### src/rtl/mem_port_arbiter_pkg.sv
// Shared types and constants for the two-port byte-memory arbiter.
// Build option: define ARB_ROUND_ROBIN_EN to make the arbiter alternate on ties.
package mem_port_arbiter_pkg;

    typedef enum logic [1:0] {
        IDLE   = 2'd0,
        ACCESS = 2'd1,
        TAIL   = 2'd2,
        RESP   = 2'd3
    } state_t;

    typedef enum logic {
        OWN_IF = 1'b0,
        OWN_LS = 1'b1
    } owner_t;

    localparam int BEATS  = 4;
    localparam int BEAT_W = 2;
    localparam logic [BEAT_W-1:0] LAST_BEAT = BEAT_W'(BEATS - 1);

endpackage

### src/rtl/mem_port_arbiter_arb_pick.sv
// Two-way request picker: load/store wins ties unless ARB_ROUND_ROBIN_EN is
// defined, in which case the port not granted last wins a tie.
module mem_port_arbiter_arb_pick
    import mem_port_arbiter_pkg::*;
(
    input  logic   if_req,
    input  logic   ls_req,
`ifdef ARB_ROUND_ROBIN_EN
    input  owner_t last_grant,
`endif
    output logic   gnt_if,
    output logic   gnt_ls
);

    // Produce a one-hot pick; a lone request always wins.
    always_comb begin
        gnt_if = 1'b0;
        gnt_ls = 1'b0;
        if (if_req && ls_req) begin
`ifdef ARB_ROUND_ROBIN_EN
            if (last_grant == OWN_LS) begin
                gnt_if = 1'b1;
            end else begin
                gnt_ls = 1'b1;
            end
`else
            gnt_ls = 1'b1;
`endif
        end else if (ls_req) begin
            gnt_ls = 1'b1;
        end else if (if_req) begin
            gnt_if = 1'b1;
        end
    end

endmodule

### src/rtl/mem_port_arbiter.sv
// Shares one byte-wide synchronous-read memory between instruction fetch and
// load/store; each 32-bit access is four little-endian byte beats.
// Build option: ARB_ROUND_ROBIN_EN selects round-robin tie breaking.
module mem_port_arbiter
    import mem_port_arbiter_pkg::*;
#(
    parameter int AW = 10
) (
    input  logic          clk,
    input  logic          rst,
    input  logic          if_req,
    input  logic [31:0]   if_addr,
    output logic          if_gnt,
    output logic          if_rvalid,
    output logic [31:0]   if_rdata,
    input  logic          ls_req,
    input  logic          ls_we,
    input  logic [31:0]   ls_addr,
    input  logic [31:0]   ls_wdata,
    output logic          ls_gnt,
    output logic          ls_rvalid,
    output logic [31:0]   ls_rdata,
    output logic          mem_en,
    output logic          mem_we,
    output logic [AW-1:0] mem_addr,
    output logic [7:0]    mem_wdata,
    input  logic [7:0]    mem_rdata,
    output logic          busy
);

    state_t            state_q, state_d;
    logic [BEAT_W-1:0] beat_q, beat_d;
    owner_t            owner_q, owner_d;
    logic [AW-3:0]     addr_q, addr_d;
    logic              we_q, we_d;
    logic [31:0]       wdata_q, wdata_d;
    logic [23:0]       word_q, word_d;
    logic [31:0]       if_rdata_q, if_rdata_d;
    logic [31:0]       ls_rdata_q, ls_rdata_d;
`ifdef ARB_ROUND_ROBIN_EN
    owner_t            last_q, last_d;
`endif

    logic pick_if, pick_ls;
    logic grant_if, grant_ls;
    logic idle;
    logic unused_addr_bits;

    // Word alignment and aliasing mean these address bits never reach memory.
    assign unused_addr_bits = ^{if_addr[31:AW], if_addr[1:0], ls_addr[31:AW], ls_addr[1:0]};

    mem_port_arbiter_arb_pick u_pick (
        .if_req     (if_req),
        .ls_req     (ls_req),
`ifdef ARB_ROUND_ROBIN_EN
        .last_grant (last_q),
`endif
        .gnt_if     (pick_if),
        .gnt_ls     (pick_ls)
    );

    assign idle     = (state_q == IDLE);
    assign grant_if = idle && !rst && pick_if;
    assign grant_ls = idle && !rst && pick_ls;

    // Next-state and datapath: grant in IDLE, stream beats, collect read bytes.
    always_comb begin
        state_d    = state_q;
        beat_d     = beat_q;
        owner_d    = owner_q;
        addr_d     = addr_q;
        we_d       = we_q;
        wdata_d    = wdata_q;
        word_d     = word_q;
        if_rdata_d = if_rdata_q;
        ls_rdata_d = ls_rdata_q;
`ifdef ARB_ROUND_ROBIN_EN
        last_d     = last_q;
`endif
        case (state_q)
            IDLE: begin
                if (grant_ls) begin
                    state_d = ACCESS;
                    beat_d  = '0;
                    owner_d = OWN_LS;
                    addr_d  = ls_addr[AW-1:2];
                    we_d    = ls_we;
                    wdata_d = ls_wdata;
`ifdef ARB_ROUND_ROBIN_EN
                    last_d  = OWN_LS;
`endif
                end else if (grant_if) begin
                    state_d = ACCESS;
                    beat_d  = '0;
                    owner_d = OWN_IF;
                    addr_d  = if_addr[AW-1:2];
                    we_d    = 1'b0;
                    wdata_d = '0;
`ifdef ARB_ROUND_ROBIN_EN
                    last_d  = OWN_IF;
`endif
                end
            end
            ACCESS: begin
                if (beat_q != '0 && !we_q) begin
                    word_d[{beat_q - BEAT_W'(1), 3'b000} +: 8] = mem_rdata;
                end
                if (beat_q == LAST_BEAT) begin
                    state_d = we_q ? RESP : TAIL;
                end else begin
                    beat_d = beat_q + BEAT_W'(1);
                end
            end
            TAIL: begin
                state_d = RESP;
                if (owner_q == OWN_IF) begin
                    if_rdata_d = {mem_rdata, word_q};
                end else begin
                    ls_rdata_d = {mem_rdata, word_q};
                end
            end
            RESP: begin
                state_d = IDLE;
            end
            default: begin
                state_d = IDLE;
            end
        endcase
    end

    // Single register bank for FSM and datapath; reset drops any transaction.
    always_ff @(posedge clk) begin
        if (rst) begin
            state_q    <= IDLE;
            beat_q     <= '0;
            owner_q    <= OWN_IF;
            addr_q     <= '0;
            we_q       <= 1'b0;
            wdata_q    <= '0;
            word_q     <= '0;
            if_rdata_q <= '0;
            ls_rdata_q <= '0;
`ifdef ARB_ROUND_ROBIN_EN
            last_q     <= OWN_IF;
`endif
        end else begin
            state_q    <= state_d;
            beat_q     <= beat_d;
            owner_q    <= owner_d;
            addr_q     <= addr_d;
            we_q       <= we_d;
            wdata_q    <= wdata_d;
            word_q     <= word_d;
            if_rdata_q <= if_rdata_d;
            ls_rdata_q <= ls_rdata_d;
`ifdef ARB_ROUND_ROBIN_EN
            last_q     <= last_d;
`endif
        end
    end

    assign if_gnt    = grant_if;
    assign ls_gnt    = grant_ls;
    assign busy      = !idle;
    assign mem_en    = (state_q == ACCESS);
    assign mem_we    = mem_en && we_q;
    assign mem_addr  = mem_en ? {addr_q, beat_q} : '0;
    assign mem_wdata = mem_we ? wdata_q[{beat_q, 3'b000} +: 8] : '0;
    assign if_rvalid = (state_q == RESP) && (owner_q == OWN_IF);
    assign ls_rvalid = (state_q == RESP) && (owner_q == OWN_LS);
    assign if_rdata  = if_rdata_q;
    assign ls_rdata  = ls_rdata_q;

endmodule

### config.mk
export PLATFORM = sky130hd
export DESIGN_NAME = mem_port_arbiter
export DESIGN_NICKNAME = d
export VERILOG_FILES = /design/src/rtl/mem_port_arbiter_pkg.sv /design/src/rtl/mem_port_arbiter_arb_pick.sv /design/src/rtl/mem_port_arbiter.sv
export SDC_FILE = /design/constraint.sdc
export NUM_CORES = 1
export LEC_CHECK = 0
export BUFFER_PORTS_ARGS = -buffer_cell sky130_fd_sc_hd__buf_2
export CORE_MARGIN = 4
export CORE_UTILIZATION = 53
export CTS_BUF_LIST = sky130_fd_sc_hd__clkbuf_4 sky130_fd_sc_hd__clkbuf_8 sky130_fd_sc_hd__clkbuf_16
export CTS_CLUSTER_SIZE = 10
export DETAILED_ROUTE_END_ITERATION = 6
export GPL_TIMING_DRIVEN = 0
export PLACE_DENSITY = 0.88
export SLEW_MARGIN = 20
export SYNTH_ARGS = -nofsm -noshare
export SYNTH_HDL_FRONTEND = slang
export SYNTH_HIERARCHICAL = 1
export SYNTH_SLANG_ARGS = --single-unit
### constraint.sdc
create_clock -name clk -period 4.99 [get_ports clk]
set_clock_uncertainty 0.05 [all_clocks]
set_input_delay 0.499 -clock clk [delete_from_list [all_inputs] [get_ports clk]]
set_output_delay 0.499 -clock clk [all_outputs]
set_load 0.02 [all_outputs]
# Word level (Yosys, flattened, before mapping)
# Index checks and enable logic that the tools add are counted.
# word_totals
out_inout_bits	89
input_bits	109
register_bits	134
word_cells	68
# classes
eq_ne	7
n_reduce_logical	21
shifts	3
mux	24
bitwise_logic	1
add_sub_neg	3
# op_table
op	n
32-bit two-way mux	2
32-bit by 6-bit variable part select with 8-bit output	1
24-bit bitwise mux	1
8-bit two-way mux	3
8-bit by 7-bit variable shift with 24-bit output, first input constant	1
8-bit by 7-bit variable part select with 24-bit output	1
2-bit two-way mux	6
10-bit two-way mux	1
2-bit AND reduction	5
1-bit two-way mux	9
1-bit logical AND	8
2-bit case mux with 4 select lines	1
5-bit negation with 7-bit output	1
2-bit == test, second input constant	3
2-bit nonzero test	3
2-bit case mux with 2 select lines	1
1-bit logical NOT	3
3-bit != test, second input constant	1
3-bit AND reduction	1
2-bit by 1-bit adder with 2-bit output, second input constant	1
2-bit by 1-bit == test with 1-bit output, second input constant	1
2-bit logical NOT	1
2-bit by 1-bit != test with 1-bit output, second input constant	1
2-bit != test, second input constant	1
2 further kinds	2

# Longest topological paths before layout
# Gate-level depths: netlist of the first run.
# depth
ltp_word	7
depth_mapped	8
mapped_depth_nobuf	6

# Hierarchy
# Netlist of the first run, hierarchy kept.
# by_module_without_submodules
module	instances	area_per_inst_um2	seq_area_each_um2	cells_each
mem_port_arbiter	1	5540.3	2682.6	674
mem_port_arbiter_arb_pick	1	10.0	0.0	2

# Worst setup path before layout of the first run
# OpenSTA, ideal clock, no wires.
# synth_path
path_kind	register -> output
from	register state_q[1]
to	output port mem_wdata[0]
n_path_buf	1
t_required_ns	4.441
t_arrival_ns	1.549
path_stages_with_launch	6
slack_ns	2.892
cell_sequence	dfxtp_1 > inv_1 > ha_1 > and2_1 > clkbuf_1 > and2_1
# synth_via
elab_chain_cells	3
# synth_rtl
element	line_no	rtl
start: declaration	mem_port_arbiter.sv:31	state_t state_q, state_d;
start signal: assignment	mem_port_arbiter.sv:147	state_q <= state_d;
2-bit by 1-bit == test with 1-bit output	mem_port_arbiter.sv:165	assign mem_en = (state_q == ACCESS);
named net mem_en	mem_port_arbiter.sv:23	output logic mem_en,
1-bit logical AND	mem_port_arbiter.sv:166	assign mem_we = mem_en && we_q;
named net mem_we	mem_port_arbiter.sv:24	output logic mem_we,
8-bit two-way mux	mem_port_arbiter.sv:168	assign mem_wdata = mem_we ? wdata_q[{beat_q, 3'b000} +: 8] : '0;
end: declaration	mem_port_arbiter.sv:26	output logic [7:0] mem_wdata,
# The timed path passes the listed nets, and every way through them passes these cells.

# Worst setup path in the final report of the first run
# layout_path
from	register beat_q[0]
to	output port mem_wdata[3]
# layout_via
elab_chain_cells	2
# layout_rtl
element	line_no	rtl
start: declaration	mem_port_arbiter.sv:32	logic [BEAT_W-1:0] beat_q, beat_d;
start signal: assignment	mem_port_arbiter.sv:148	beat_q <= beat_d;
32-bit by 6-bit variable part select with 8-bit output	mem_port_arbiter.sv:168	
8-bit two-way mux	mem_port_arbiter.sv:168	
# No other way between the ends.

==> impl_metrics.json, run 1 <==
{
  "status": "finished, final reports clean",
  "synth_nets": 796,
  "io_pins": 198,
  "drt-total-wl_um": 15800,
  "powerDensity_nw_per_um2": 425,
  "synth.ff_latch_count": 134,
  "hold_viol_final": 0,
  "syn_to_final_growth_pct": 27.5,
  "grt_pass1_vias": 5076,
  "post_cts_resized": 0,
  "yosysWarnings": 6,
  "post_drt_wl_per_cell_um": 15.9,
  "placed_area_sq_um": 6470,
  "tns_ns": 0,
  "vdd_ir_drop_max_mv": 0.245,
  "p_leak_nw": 2.94,
  "place_congestion": 0.838,
  "track_usage": 0.262,
  "dpl.hpwl_um": 11100,
  "cts_buffers": 17,
  "setup_ws_ns": 2.17,
  "end_kind": "output port",
  "antenna_left": 0,
  "n_fill_cell": 857,
  "drc": 0,
  "dp.cells": 961,
  "final-setup-viol-count": 0,
  "multi_input_comb_area_sq_um": 2580,
  "tightest_slew_ns": 0.609,
  "cp.required_ns": 4.44,
  "synth_cell_types": 39,
  "cts_max_level": 4,
  "rsz0062_at_grt": "false",
  "slew_headroom": 0.594,
  "drive_gt1_frac": 0.250,
  "clkLatencyLatePin_ns": 0.52,
  "dpl_worst_slack_ns": 2.59,
  "fin_crit_ns": 2.82,
  "yosysTopAreaCell": "dfxtp_1",
  "cp-start-kind": "flip-flop",
  "synth_top_cell_area_share": 0.483,
  "drv_cap": 0,
  "fin_cells": 993,
  "hold_buffers": 0,
  "viasPerCell": 5.50,
  "cts_sinks": 134,
  "critPathArrivalTime_ns": 2.27,
  "port_buffers": 149,
  "overflow": 0,
  "die_h_um": 110,
  "firstDrtPassIters": 5,
  "slew_viol_final": 0,
  "min_period_over_period": 0.565,
  "hp-class": "input port to flip-flop",
  "cts_tree": "done",
  "max_freq_ghz": 0.355,
  "n_antenna_cell": 0,
  "avgSynthCellArea_sq_um": 8.21,
  "synth_area_sq_um": 5550,
  "cts.clk_slew.worst_paths_ns": 0.06,
  "synth-seq-area-share": 0.483,
  "fin_util": 0.689,
  "core-area_sq_um": 10300,
  "post_cts_buffers": 0,
  "worstSetupPathType": "flip-flop to output port",
  "antenna_found_initial": 0,
  "vias": 5460,
  "final-seq-area_sq_um": 2680,
  "grt_max_degree": 17,
  "initial_core_util": 0.540,
  "drt-initial-drc-count": 307,
  "grt_pass1_wl_um": 24700,
  "die_x_um": 110,
  "clk_path_buf_depth": 2,
  "synth_cells": 676,
  "yosys-top-cells-area": "dfxtp_1, nand2_1, a21oi_1",
  "fin_area_sq_um": 7080,
  "fp-row-count": 37,
  "nNetsFinal": 964,
  "cts-root-buf": "clkbuf_8",
  "cp_max_fo": 10,
  "die_area_sq_um": 12200
}
==> path summary, 6_finish.rpt <==
kind / from / to / slack, ns / cells after the start
worst max register to register: beat_q[1] / word_q[8] / 2.56 / 6
worst max-delay path: beat_q[0] / mem_wdata[3] / 2.17 / 4
worst min-delay path: ls_wdata[11] / wdata_q[11] / 0.16 / 3
worst min register to register: ls_rdata[16] / ls_rdata[16] / 0.40 / 2
==> critical path, cell delays in order (launching register included) <==
cell and delay (ns):
dfxtp_1 0.60, buf_6 0.24, mux4_1 0.58, and2_1 0.17, buf_2 0.15
==> per-layer routing <==
layer / up-vias / global-route usage / wire (um)
li1: 2624 / - / -
met1: 2509 / 0.328 / 6330
met2: 285 / 0.443 / 7450
met3: 42 / 0.0635 / 1570
met4: 0 / 0.0915 / 395
met5: - / 0 / 0
==> registers in the layout (all words and copies together), names as in the netlist <==
name / count
addr_q: 8
beat_q: 2
if_rdata: 32
ls_rdata: 32
owner_q: 1
state_q: 2
wdata_q: 32
we_q: 1
word_q: 24
==> where the power goes <==
group / internal [mW] / switching, mW
logic: 0.202 / 0.356
registers: 1.13 / 0.0441
clock network: 0.794 / 0.484
==> stage by stage <==
stage / total power, mW / hold WS [ns]
floorplan: 1.58 / 0.393
global placement: 1.73 / 0.390
detailed placement: 1.74 / 0.393
CTS: 3.01 / 0.146
global route: 3.12 / 0.147
finish: 3.01 / 0.156
==> cells in the final DEF (no fill, tap or decap), drive strengths merged, types with 6 or more instances in the layout <==
cell type,n
clkinv,6
buf,175
and2,22
nor3,9
a311oi,9
clkbuf,51
nand3,57
inv,9
a21oi,122
mux4,8
nand2,204
dfxtp,134
ha,11
==> layout make-up <==
cell class	instances	area share
Clock buffer	19	0.0624
Buffer	58	0.0369
Sequential cell	134	0.379
Inverter	7	0.00371
Timing Repair Buffer	149	0.105
Tap cell	136	0.0240
Multi-Input combinational cell	477	0.364
Clock inverter	13	0.0242
==> cells in the mapped netlist <==
cell type,instances
or3b_1,1
nand3_1,57
nor4b_1,1
nand2_1,204
buf_1,4
buf_2,17
nor4b_4,1
a221oi_1,1
a31o_2,1
nor3_1,9
nand3b_1,3
mux2i_1,1
buf_6,1
and3_2,1
inv_1,6
nor2b_1,4
nand3b_2,1
a21oi_1,122
a311o_1,1
mux4_1,8
o31ai_1,1
o311ai_0,1
o21ai_0,1
dfxtp_1,134
nand4bb_1,3
a311oi_1,8
and4bb_2,3
and2_2,1
nor3b_2,1
nor2_1,2
inv_2,1
a311oi_2,1
a31oi_1,2
clkbuf_1,32
nand4_1,1
and2_1,21
nand2b_1,4
ha_1,11
buf_4,4
==> cells by family (layout without fill, tap and decap cells) <==
group           Yosys count  count (layout)  synth area share
flops                   134             134             0.483
fa+ha+maj                11              11            0.0248
buf+inv                  65             246            0.0518
mux                       9               9            0.0397
compound gates          139             139             0.136
simple gates            318             318             0.264
Power figures use the tool's default switching activity.
==> run 2, diff against run 1 <==
CORE_UTILIZATION = 50   (was 53)
PLACE_DENSITY = 0.84   (was 0.88)
clock period = 2.7 ns   (was 4.99 ns; I/O delays follow)
==> impl_metrics.json, run 2 (synthesized netlist as in run 1, its figures left out) <==
{
  "status": "finished, final reports clean",
  "syn_to_final_growth_pct": 36.0,
  "crit_top_cell": "and2_1",
  "cp.required_ns": 2.38,
  "port_buffers": 149,
  "path_buf_inv": 3,
  "tightest_slew_ns": 0.593,
  "n_antenna_cell": 0,
  "track_usage": 0.259,
  "slew_viol_final": 0,
  "grt_max_degree": 17,
  "fin_crit_ns": 2.57,
  "rsz0062_at_grt": "false",
  "antenna_found_initial": 0,
  "cts_sinks": 134,
  "final-setup-viol-count": 0,
  "viasPerCell": 5.42,
  "post_cts_buffers": 0,
  "place_congestion": 0.818,
  "path_cells": "inv_1, ha_1, and2_1, clkbuf_1, and2_1, buf_2",
  "cts_max_level": 4,
  "cts-root-buf": "clkbuf_8",
  "dpl_worst_slack_ns": 0.323,
  "holdPathEnd": "if_rdata[30]",
  "grt_pass1_wl_um": 26700,
  "nNetsFinal": 1016,
  "r2r_cells": 6,
  "cp_max_fo": 10,
  "whs_path_depth": 3,
  "drt-initial-drc-count": 392,
  "hold_viol_final": 0,
  "critPathSlowestCell": "clkbuf_1",
  "r2r-start": "beat_q[1]",
  "p_leak_nw": 3.15,
  "fp-row-count": 38,
  "drive_gt1_frac": 0.235,
  "final_cell_mix": "nand2_1, buf_2, dfxtp_1, a21oi_1, nand3_1",
  "worstSetupPathType": "flip-flop to output port",
  "grt_pass1_vias": 5493,
  "tns_ns": 0,
  "cts_buffers": 17,
  "critPathArrivalTime_ns": 2.25,
  "drc": 0,
  "clkLatencyLatePin_ns": 0.52,
  "drv_cap": 0,
  "overflow": 0,
  "min_period_over_period": 0.950,
  "vdd_ir_drop_max_mv": 0.425,
  "critPathMaxStageDelay_ns": 0.41,
  "die_h_um": 113,
  "dpl.hpwl_um": 11200,
  "antenna_left": 0,
  "post_cts_resized": 0,
  "core-area_sq_um": 10800,
  "cp-start-kind": "flip-flop",
  "worstReg2RegEnd": "word_q[15]",
  "max_freq_ghz": 0.390,
  "setup_ws_ns": 0.135,
  "vias": 5687,
  "io_pins": 198,
  "cts_tree": "done",
  "post_drt_wl_per_cell_um": 15.8,
  "cp.depth": 6,
  "cts.clk_slew.worst_paths_ns": 0.06,
  "end_kind": "output port",
  "r2r_slack_ns": 0.28,
  "die_x_um": 113,
  "n_fill_cell": 867,
  "clk_path_buf_depth": 2,
  "powerDensity_nw_per_um2": 720,
  "drt-total-wl_um": 16600,
  "worstHoldStart": "mem_rdata[6]",
  "initial_core_util": 0.512,
  "die_area_sq_um": 12900,
  "final_common_cell": "nand2_1",
  "hp-class": "input port to flip-flop",
  "slew_headroom": 0.605,
  "crit_family": "buffers and inverters",
  "firstDrtPassIters": 5
}
==> run 2: metrics by stage <==
stage | utilization | total power [mW] | cells | area, sq um | hold slack, ns
5_1_grt | 0.696 | 5.66 | 1049 | 7550 | 0.00295
4_1_cts | 0.697 | 5.42 | 1050 | 7550 | 0.00234
6_report | 0.696 | 5.43 | 1049 | 7550 | 0.0225
3_5_place_dp | 0.597 | 3.23 | 965 | 6470 | 0.394
3_3_place_gp | 0.597 | 3.20 | 965 | 6470 | 0.390
2_1_floorplan | - | 2.91 | 676 | 5550 | 0.356
==> run 2: worst max path at each step <==
stage	startpoint	endpoint	slack (ns)
after floorplan	beat_q[1]	word_q[16]	0.81
after global placement	beat_q[1]	word_q[9]	0.35
after detailed placement	beat_q[1]	word_q[5]	0.32
after CTS	state_q[1]	mem_addr[9]	0.14
after global routing	state_q[1]	mem_wdata[5]	0.01
final	state_q[1]	mem_wdata[7]	0.13
==> run 2: routing by layer <==
layer	vias to the layer above	routed length, um	global-route usage
met2	300	8290	0.451
met1	2607	6550	0.313
met4	0	410	0.111
li1	2733	-	-
met5	-	0	0
met3	47	1360	0.0471
==> run 2: layout make-up <==
| cell class | count | area, sq um | area share |
|---|---|---|---|
| Clock buffer | 17 | 414 | 0.0549 |
| Multi-Input combinational cell | 477 | 2580 | 0.342 |
| Sequential cell | 134 | 2680 | 0.355 |
| Timing Repair Buffer | 202 | 1280 | 0.169 |
| Inverter | 7 | 26.3 | 0.00348 |
| Clock inverter | 15 | 135 | 0.0179 |
| Buffer | 57 | 258 | 0.0342 |
| Tap cell | 140 | 175 | 0.0232 |
==> run 2: power by group <==
part	switching (mW)	internal [mW]	leakage, nW
clock network	0.968	1.17	0.268
registers	0.0808	2.09	1.08
logic	0.677	0.444	1.79
==> run 2: tightest hold or removal path, stage by stage <==
cell	delay (ns)
buf_2	0.15
nand2_1	0.07
a21oi_1	0.05
==> run 2: what timing repair did <==
item,4_1_cts,5_1_grt
setup endpoints to repair,0,3
endpoints found under the hold margin,47,0
hold buffers,53,0
==> run 3, diff against run 2 <==
ABC_AREA = 1   (was unset)
CORE_MARGIN = 2   (was 4)
GPL_TIMING_DRIVEN = unset   (was 0)
==> impl_metrics.json, run 3 <==
{
  "nNetsFinal": 1027,
  "grt_max_degree": 82,
  "fin_crit_ns": 2.46,
  "p_sw_frac": 0.358,
  "critPathArrivalTime_ns": 2.14,
  "powerDensity_nw_per_um2": 915,
  "seqPwrFrac": 0.374,
  "hp-class": "input port to flip-flop",
  "cts.clk_slew.worst_paths_ns": 0.06,
  "yosys-top-cells-area": "dfxtp_1, a21oi_1, o21ai_0",
  "crit_family": "buffers and inverters",
  "whs_ns": 0.0233,
  "antenna_found_initial": 0,
  "drt-initial-drc-count": 434,
  "tightest_slew_ns": 0.665,
  "p_sw_mw": 2.39,
  "die_area_sq_um": 11900,
  "firstDrtPassIters": 5,
  "p_int_mw": 4.27,
  "io_pins": 198,
  "hold_viol_final": 0,
  "synth_top_cell_area_share": 0.485,
  "die_h_um": 109,
  "synth_cells": 738,
  "synth_commonest_cells": "dfxtp_1, a21oi_1, nor2_1",
  "fp-row-count": 38,
  "core-area_sq_um": 10800,
  "synth-seq-area-share": 0.485,
  "synth.most_common_cell": "dfxtp_1",
  "viasPerCell": 5.25,
  "cts_tree": "done",
  "cp.required_ns": 2.38,
  "drive_gt1_frac": 0.222,
  "syn_to_final_growth_pct": 31.5,
  "async_reset_ff_frac": 0,
  "grt_pass1_vias": 5058,
  "dpl.hpwl_um": 9240,
  "synth.ff_latch_count": 134,
  "post_drt_wl_per_cell_um": 13.9,
  "avgSynthCellArea_sq_um": 7.50,
  "slew_viol_final": 0,
  "final_common_cell": "buf_2",
  "path_cells": "inv_1, ha_2, nand3_4, clkinv_2, buf_2",
  "port_buffers": 149,
  "synth_nets": 858,
  "place_congestion": 0.816,
  "tns_ns": 0,
  "initial_core_util": 0.510,
  "cts-root-buf": "clkbuf_8",
  "die_x_um": 109,
  "grt_pass1_wl_um": 23200,
  "cp-start-kind": "flip-flop",
  "final-setup-viol-count": 0,
  "fin_area_sq_um": 7280,
  "yosysWarnings": 6,
  "clkLatencyLatePin_ns": 0.51,
  "placed_area_sq_um": 6290,
  "power_frac_comb": 0.284,
  "vdd_ir_drop_max_mv": 0.514,
  "worstSetupPathType": "flip-flop to output port",
  "cp_max_fo": 34,
  "track_usage": 0.248,
  "synth_edf_count": 0,
  "clk_path_buf_depth": 2,
  "power_frac_clock": 0.342,
  "vias": 5565,
  "status": "finished, final reports clean",
  "cts_sinks": 134,
  "synth_area_sq_um": 5530,
  "end_kind": "output port",
  "slew_headroom": 0.557,
  "drt-total-wl_um": 14700,
  "n_antenna_cell": 0,
  "p_leak_nw": 3.37,
  "critPathMaxStageDelay_ns": 0.39,
  "rsz0062_at_grt": "false",
  "path_buf_inv": 3,
  "cts_buffers": 17,
  "dp.cells": 988,
  "max_freq_ghz": 0.407,
  "drv_cap": 0,
  "cts_max_level": 4,
  "yosysTopAreaCell": "dfxtp_1",
  "critPathSlowestCell": "dfxtp_1",
  "synth_cell_types": 26,
  "post_cts_buffers": 0,
  "overflow": 0,
  "drc": 0,
  "final_cell_mix": "buf_2, dfxtp_1, a21oi_1, nor2_1, nand2_1",
  "min_period_over_period": 0.909,
  "yosys_most_used_dff": "dfxtp_1",
  "fin_cells": 1060,
  "antenna_left": 0
}
## run 3: changes by cell type after synthesis, moves of 5 or more
cell	delta
and2_1	-21
inv_1	+45
mux4_1	-8
nor2_1	+108
o21ai_0	+90
nand4_1	+7
a311oi_1	-8
clkbuf_1	-8
nor3_1	-9
nand2_1	-111
a21oi_1	-5
## run 3: cell families after synthesis
group,count (synthesis),synth area share
fa+ha+maj,11,0.0249
simple gates,278,0.217
compound gates,210,0.190
flops,134,0.485
buf+inv,105,0.0828
## run 3: what timing repair did
action	4_1_cts	5_1_grt
endpoints found under the hold margin	40	0
hold buffers	40	0
setup endpoints to repair	0	2
gates resized for setup	0	1
## run 3: path summary, 6_finish.rpt
kind / startpoint / cells past startpoint / to / slack [ns]
max: state_q[0] / 5 / ls_gnt / 0.24
min: ls_wdata[16] / 3 / wdata_q[16] / 0.02
max reg2reg: state_q[0] / 7 / addr_q[6] / 0.61
min reg2reg: word_q[9] / 2 / word_q[9] / 0.42
## run 3: layout make-up
cell class / count / area [sq um]
Multi-Input combinational cell: 499 / 2390
Timing Repair Buffer: 200 / 1230
Inverter: 55 / 210
Clock buffer: 18 / 422
Tap cell: 140 / 175
Fill cell: 911 / 3560
Sequential cell: 134 / 2680
Clock inverter: 14 / 164
## run 3: worst min-delay path: stages
cell     delay [ns]
buf_2          0.10
nand2_1        0.09
a21oi_1        0.08
## run 3: metrics by stage
| step | total power, mW | utilization | worst slack (ns) |
|---|---|---|---|
| after floorplan | 3.81 | - | 0.859 |
| after global placement | 4.30 | 0.580 | 0.456 |
| after global routing | 7.04 | 0.671 | 0.0978 |
| final | 6.66 | 0.671 | 0.244 |
| after detailed placement | 4.35 | 0.580 | 0.437 |
| after CTS | 6.67 | 0.671 | 0.0151 |
## run 3: power by group through the flow
stage / registers [mW] / clock network [mW] / logic (mW)
after CTS: 2.49 / 2.30 / 1.89
final: 2.49 / 2.28 / 1.89
after global routing: 2.52 / 2.41 / 2.11
after detailed placement: 2.52 / 0 / 1.83
after global placement: 2.51 / 0 / 1.79
after floorplan: 2.78 / 0 / 1.04
## run 3: routing by layer
metal / vias up / GRT usage / part of all wire
li1: 2772 / - / -
met1: 2578 / 0.302 / 0.42
met2: 193 / 0.439 / 0.50
met3: 22 / 0.0436 / 0.056
met4: 0 / 0.0841 / 0.015
met5: - / 0 / 0
